$ cat config.mk
export PLATFORM = sky130hd
export DESIGN_NAME = commit_trace_buffer
export DESIGN_NICKNAME = d
export VERILOG_FILES = /design/src/rtl/commit_trace_buffer.sv
export SDC_FILE = /design/constraint.sdc
export NUM_CORES = 1
export LEC_CHECK = 0
export ABC_AREA = 1
export ABC_CLOCK_PERIOD_IN_PS = 7900
export BUFFER_PORTS_ARGS = -buffer_cell sky130_fd_sc_hd__buf_4
export CAP_MARGIN = 20
export CORE_MARGIN = 4
export CORE_UTILIZATION = 35
export CTS_BUF_LIST = sky130_fd_sc_hd__clkbuf_16
export CTS_CLUSTER_SIZE = 30
export DETAILED_ROUTE_END_ITERATION = 6
export PLACE_DENSITY = 0.57
export SLEW_MARGIN = 20
export SYNTH_ARGS = -nofsm -noshare
export SYNTH_HDL_FRONTEND = slang
export SYNTH_SLANG_ARGS = --single-unit
$ cat constraint.sdc
create_clock -name clk -period 7.9 [get_ports clk]
set_clock_uncertainty 0.2 [all_clocks]
set_input_delay 1.58 -clock clk [delete_from_list [all_inputs] [get_ports clk]]
set_output_delay 1.58 -clock clk [all_outputs]
set_load 0.05 [all_outputs]
$ cat src/rtl/commit_trace_buffer.sv
// Captures (seq, pc, inst) on each pc change into a FWFT circular FIFO; entry visible 1 cycle after capture.
// Valid/ready drain; a capture into a full FIFO with no pop is dropped and counted in overflow_cnt.
module commit_trace_buffer #(
  parameter int DEPTH  = 16,
  parameter int ADDR_W = 4
) (
  input  logic              clk,
  input  logic              reset,
  input  logic              en,
  input  logic [31:0]       pc_i,
  input  logic [31:0]       inst_i,
  output logic              out_valid,
  input  logic              out_ready,
  output logic [31:0]       out_seq,
  output logic [31:0]       out_pc,
  output logic [31:0]       out_inst,
  output logic [ADDR_W:0]   count,
  output logic              full,
  output logic [15:0]       overflow_cnt
);

  typedef struct packed {
    logic [31:0] seq;
    logic [31:0] pc;
    logic [31:0] inst;
  } entry_t;

  localparam logic [ADDR_W:0] FULL_CNT = (ADDR_W+1)'(DEPTH);

  entry_t            mem [DEPTH];
  entry_t            head;
  logic [ADDR_W-1:0] wr_ptr;
  logic [ADDR_W-1:0] rd_ptr;
  logic [31:0]       pc_prev;
  logic [31:0]       seq;
  logic              cap;
  logic              pop;
  logic              push;
  logic              drop;

  always_comb begin
    cap  = en & (pc_i != pc_prev);
    pop  = out_valid & out_ready;
    push = cap & (~full | pop);
    drop = cap & full & ~pop;
  end

  assign out_valid = (count != '0);
  assign full      = (count == FULL_CNT);
  assign head      = mem[rd_ptr];
  assign out_seq   = head.seq;
  assign out_pc    = head.pc;
  assign out_inst  = head.inst;

  // seq advances on dropped captures too, so gaps in out_seq reveal losses
  always_ff @(posedge clk) begin
    if (reset) begin
      pc_prev      <= '0;
      seq          <= '0;
      wr_ptr       <= '0;
      rd_ptr       <= '0;
      count        <= '0;
      overflow_cnt <= '0;
    end else begin
      pc_prev <= pc_i;
      if (cap)
        seq <= seq + 32'd1;
      if (push)
        wr_ptr <= wr_ptr + 1'b1;
      if (pop)
        rd_ptr <= rd_ptr + 1'b1;
      if (push && !pop)
        count <= count + 1'b1;
      else if (pop && !push)
        count <= count - 1'b1;
      if (drop && (overflow_cnt != 16'hFFFF))
        overflow_cnt <= overflow_cnt + 16'd1;
    end
  end

  // Payload storage needs no reset; only the bookkeeping above defines validity
  always_ff @(posedge clk) begin
    if (push)
      mem[wr_ptr] <= '{seq: seq, pc: pc_i, inst: inst_i};
  end

endmodule

==> flow_summary.yaml <==
critical_path:
  path_delay_family: "buffers and inverters"
  crit_required_ps: 6120
  crit_type: "reg2out"
  start_kind: "flip-flop"
  critPathMostFrequentCell: "buf_4"
  crit_fanout: 140
  worst_setup_path_end_kind: "output port"
  crit_buf_inv: 3
  path_cells: "inv_8 -> buf_4 -> o211ai_1 -> nand3_1 -> nand2_1 -> buf_4"
  cpPeakStageDelay_ps: 740
  crit_slowest_cell: "inv_8"
  crit_arrival_ps: 3820
placed_design:
  gp_congestion: 0.779
  hpwl_mm: 85.2
  place_ws_ps: 2120
  io_buffers: 186
  place_inst: 7346
logic_synthesis:
  yosys_warnings: 0
  ys_seq_elements: 1633
  synth_most_common_cell: "edfxtp_1"
  yosysTopAreaCell: "edfxtp_1"
  async_flop_share_pct: 0
  ys_top_cells_by_count: "edfxtp_1, inv_1, a21oi_1"
  ys_seq_area_share_pct: 72.5
  synth_flop_cell: "edfxtp_1"
  synth_edf_count: 1536
  synth_top_area_share_pct: 69.6
  syn_nets: 4971
  synth_area_leaders: "edfxtp_1, mux2i_1, o211ai_1"
  ys_types: 40
  synthCells: 4891
  avgSynthCellArea_um2: 13.6
  synth_area_mm2: 0.0663
status:
  status: "complete, no violations"
floorplan:
  io_pins: 187
  rows: 159
  fp.dieArea_mm2: 0.196
  die_w_um: 443
  core_region_area_mm2: 0.188
  die_h_um: 443
  start_util_pct: 35.3
routing:
  drtPass1Iterations: 7
  wl_per_cell_um: 21.8
  routed-wl-met2_mm: 80.0
  wirelength_mm: 167
  drt_iter0_markers: 3521
  route.detailed.drc: 0
  drt-met1-wl_mm: 75.4
  viasPerCell: 5.06
  met3_length_mm: 8.31
  ant_nets: 0
  via_count: 38788
  topRoutingLayerUsed: "met5"
layout:
  fin_nets: 5106
  fin_cells: 7665
  nFillCells: 17315
  syn_to_final_growth_pct: 14.3
  multi_input_area_mm2: 0.0151
  drive_above_1_share_pct: 10.6
  ff_latch_area_mm2: 0.0481
clock_network:
  clockBufferDepth: 3
  cts_tree: "yes"
  postCtsSetupBuffers: 0
  clock-root-buffer: "clkbuf_16"
  cts.sink_count: 1633
  cts_buffers: 173
  clk_pin_slew_ps: 60
  postCtsHoldBufs: 0
  h-tree-depth: 4
  clock_latency_ps: 810
  cts_resized: 0
grt:
  grt_first_pass_wirelength_mm: 249
  antenna_found_initial: 2
  grt_pass1_vias: 38083
  grtUsageTotal_pct: 16.7
  overflow: 0
  grt_max_degree: 175
sta:
  finalMaxSlewViolations: 0
  rsz0062_at_grt: "false"
  layout_min_cycle_time_ps: 5600
  setup_viol_count_final: 0
  fmax_mhz: 179
  setup_tns_ps: 0
  hold_viol: 0
  timing.final.ws_setup_ps: 2300
  max_slew_margin_pct: 25.9
  period_share_pct: 70.9
  worstMarginPinSlew_ps: 1110
run:
  cap_violations: 0
power_and_ir_drop:
  p_per_area_mw_per_mm2: 299
  leakagePower_nw: 25.9
  vdd_drop_max_uv: 174
min_path:
  min_path_type: "reg2reg"
[cell type report]
| class | instances | share of cell area [%] |
|---|---|---|
| multi-input combinational | 2448 | 19.9 |
| clock buffer | 174 | 5.75 |
| antenna | 1 | 0.00330 |
| tap | 2495 | 4.12 |
| timing repair buffer | 259 | 3.03 |
| clock inverter | 144 | 1.21 |
| sequential | 1633 | 63.4 |
| inverter | 511 | 2.55 |
[registers in the layout, indices dropped and copies added (netlist names), named ones only]
register      count
mem            1536
pc_prev          32
seq              32
overflow_cnt     16
count             5
rd_ptr            4
wr_ptr            4
[through the flow]
step                      power (mW)  util, %  instance area, um2  hold slack (ps)
after floorplan                 13.7        -               66300              247
after global placement          15.3     37.5               70500              259
after detailed placement        15.4     37.5               70500              260
after CTS                       22.9     40.3               75800              267
after global routing            23.7     40.3               75800              317
final                           22.6     40.3               75800              281
[cell usage in the layout, fill, tap and decap left out, types with 2 or more instances in the layout]
cell        instances
nor2_2              2
nor2_1            116
inv_8               2
a21oi_1           425
edfxtp_1         1536
o211ai_1          384
xor2_1             27
clkinv_1           42
nand2_2            12
clkinvlp_4          4
nand3b_1            3
mux2i_1           384
bufinv_16           7
clkinv_8            5
nor4_1              2
inv_6              10
inv_2              15
nor2_4             19
clkbuf_16         174
nand4_1            26
ha_1               11
o21ai_0           306
buf_12             28
o21ai_1           174
nand2_1           366
dfxtp_1            93
dfxtp_4             4
buf_4             231
clkinv_2           18
xnor2_1            21
a21oi_2            10
inv_1             550
nand3_1           132
nor3_1             18
[metal layers]
layer,vias to the layer above,global-route usage (%)
met5,-,0
met1,19376,22.9
met2,954,27.6
met4,2,4.57
met3,203,2.72
li1,18253,-
[power breakdown]
group	leakage (nW)	switching [mW]	internal, mW	total, mW
clock	2.79	3.31	4.23	7.54
combinational	8.45	3.72	1.62	5.34
sequential	14.7	0.133	9.62	9.75
total	25.9	7.16	15.5	22.6
[cells by family (layout without fill, tap and decap cells)]
kind of cell    count (synthesis)  count (layout)  synth area share, %
flops                        1633            1633                 72.5
compound gates               1301            1301                 11.3
simple gates                  703             703                 4.55
mux                           384             384                 5.80
xor+xnor                       48              48                0.634
buf+inv                       810            1088                 4.96
fa+ha+maj                      12              12                0.238
other cells                     0               1                    0
[path summary, 6_finish.rpt]
path | to | slack, ps | cells past startpoint | from
worst max-delay path | out_seq[10] | 2300 | 6 | flip-flop
worst min-delay path | flip-flop | 280 | 2 | rd_ptr[2]
worst max register to register | mem[2][35] | 3670 | 14 | pc_prev[3]
worst min register to register | flip-flop | 280 | 2 | rd_ptr[2]
[worst reg2reg max path: cells and delay by family (launching register included)]
kind / cells / cell delay, ps
and+or+nand+nor: 11 / 2680
buffers and inverters: 3 / 670
DFF: 1 / 310
(Power assumes the default switching activity.)
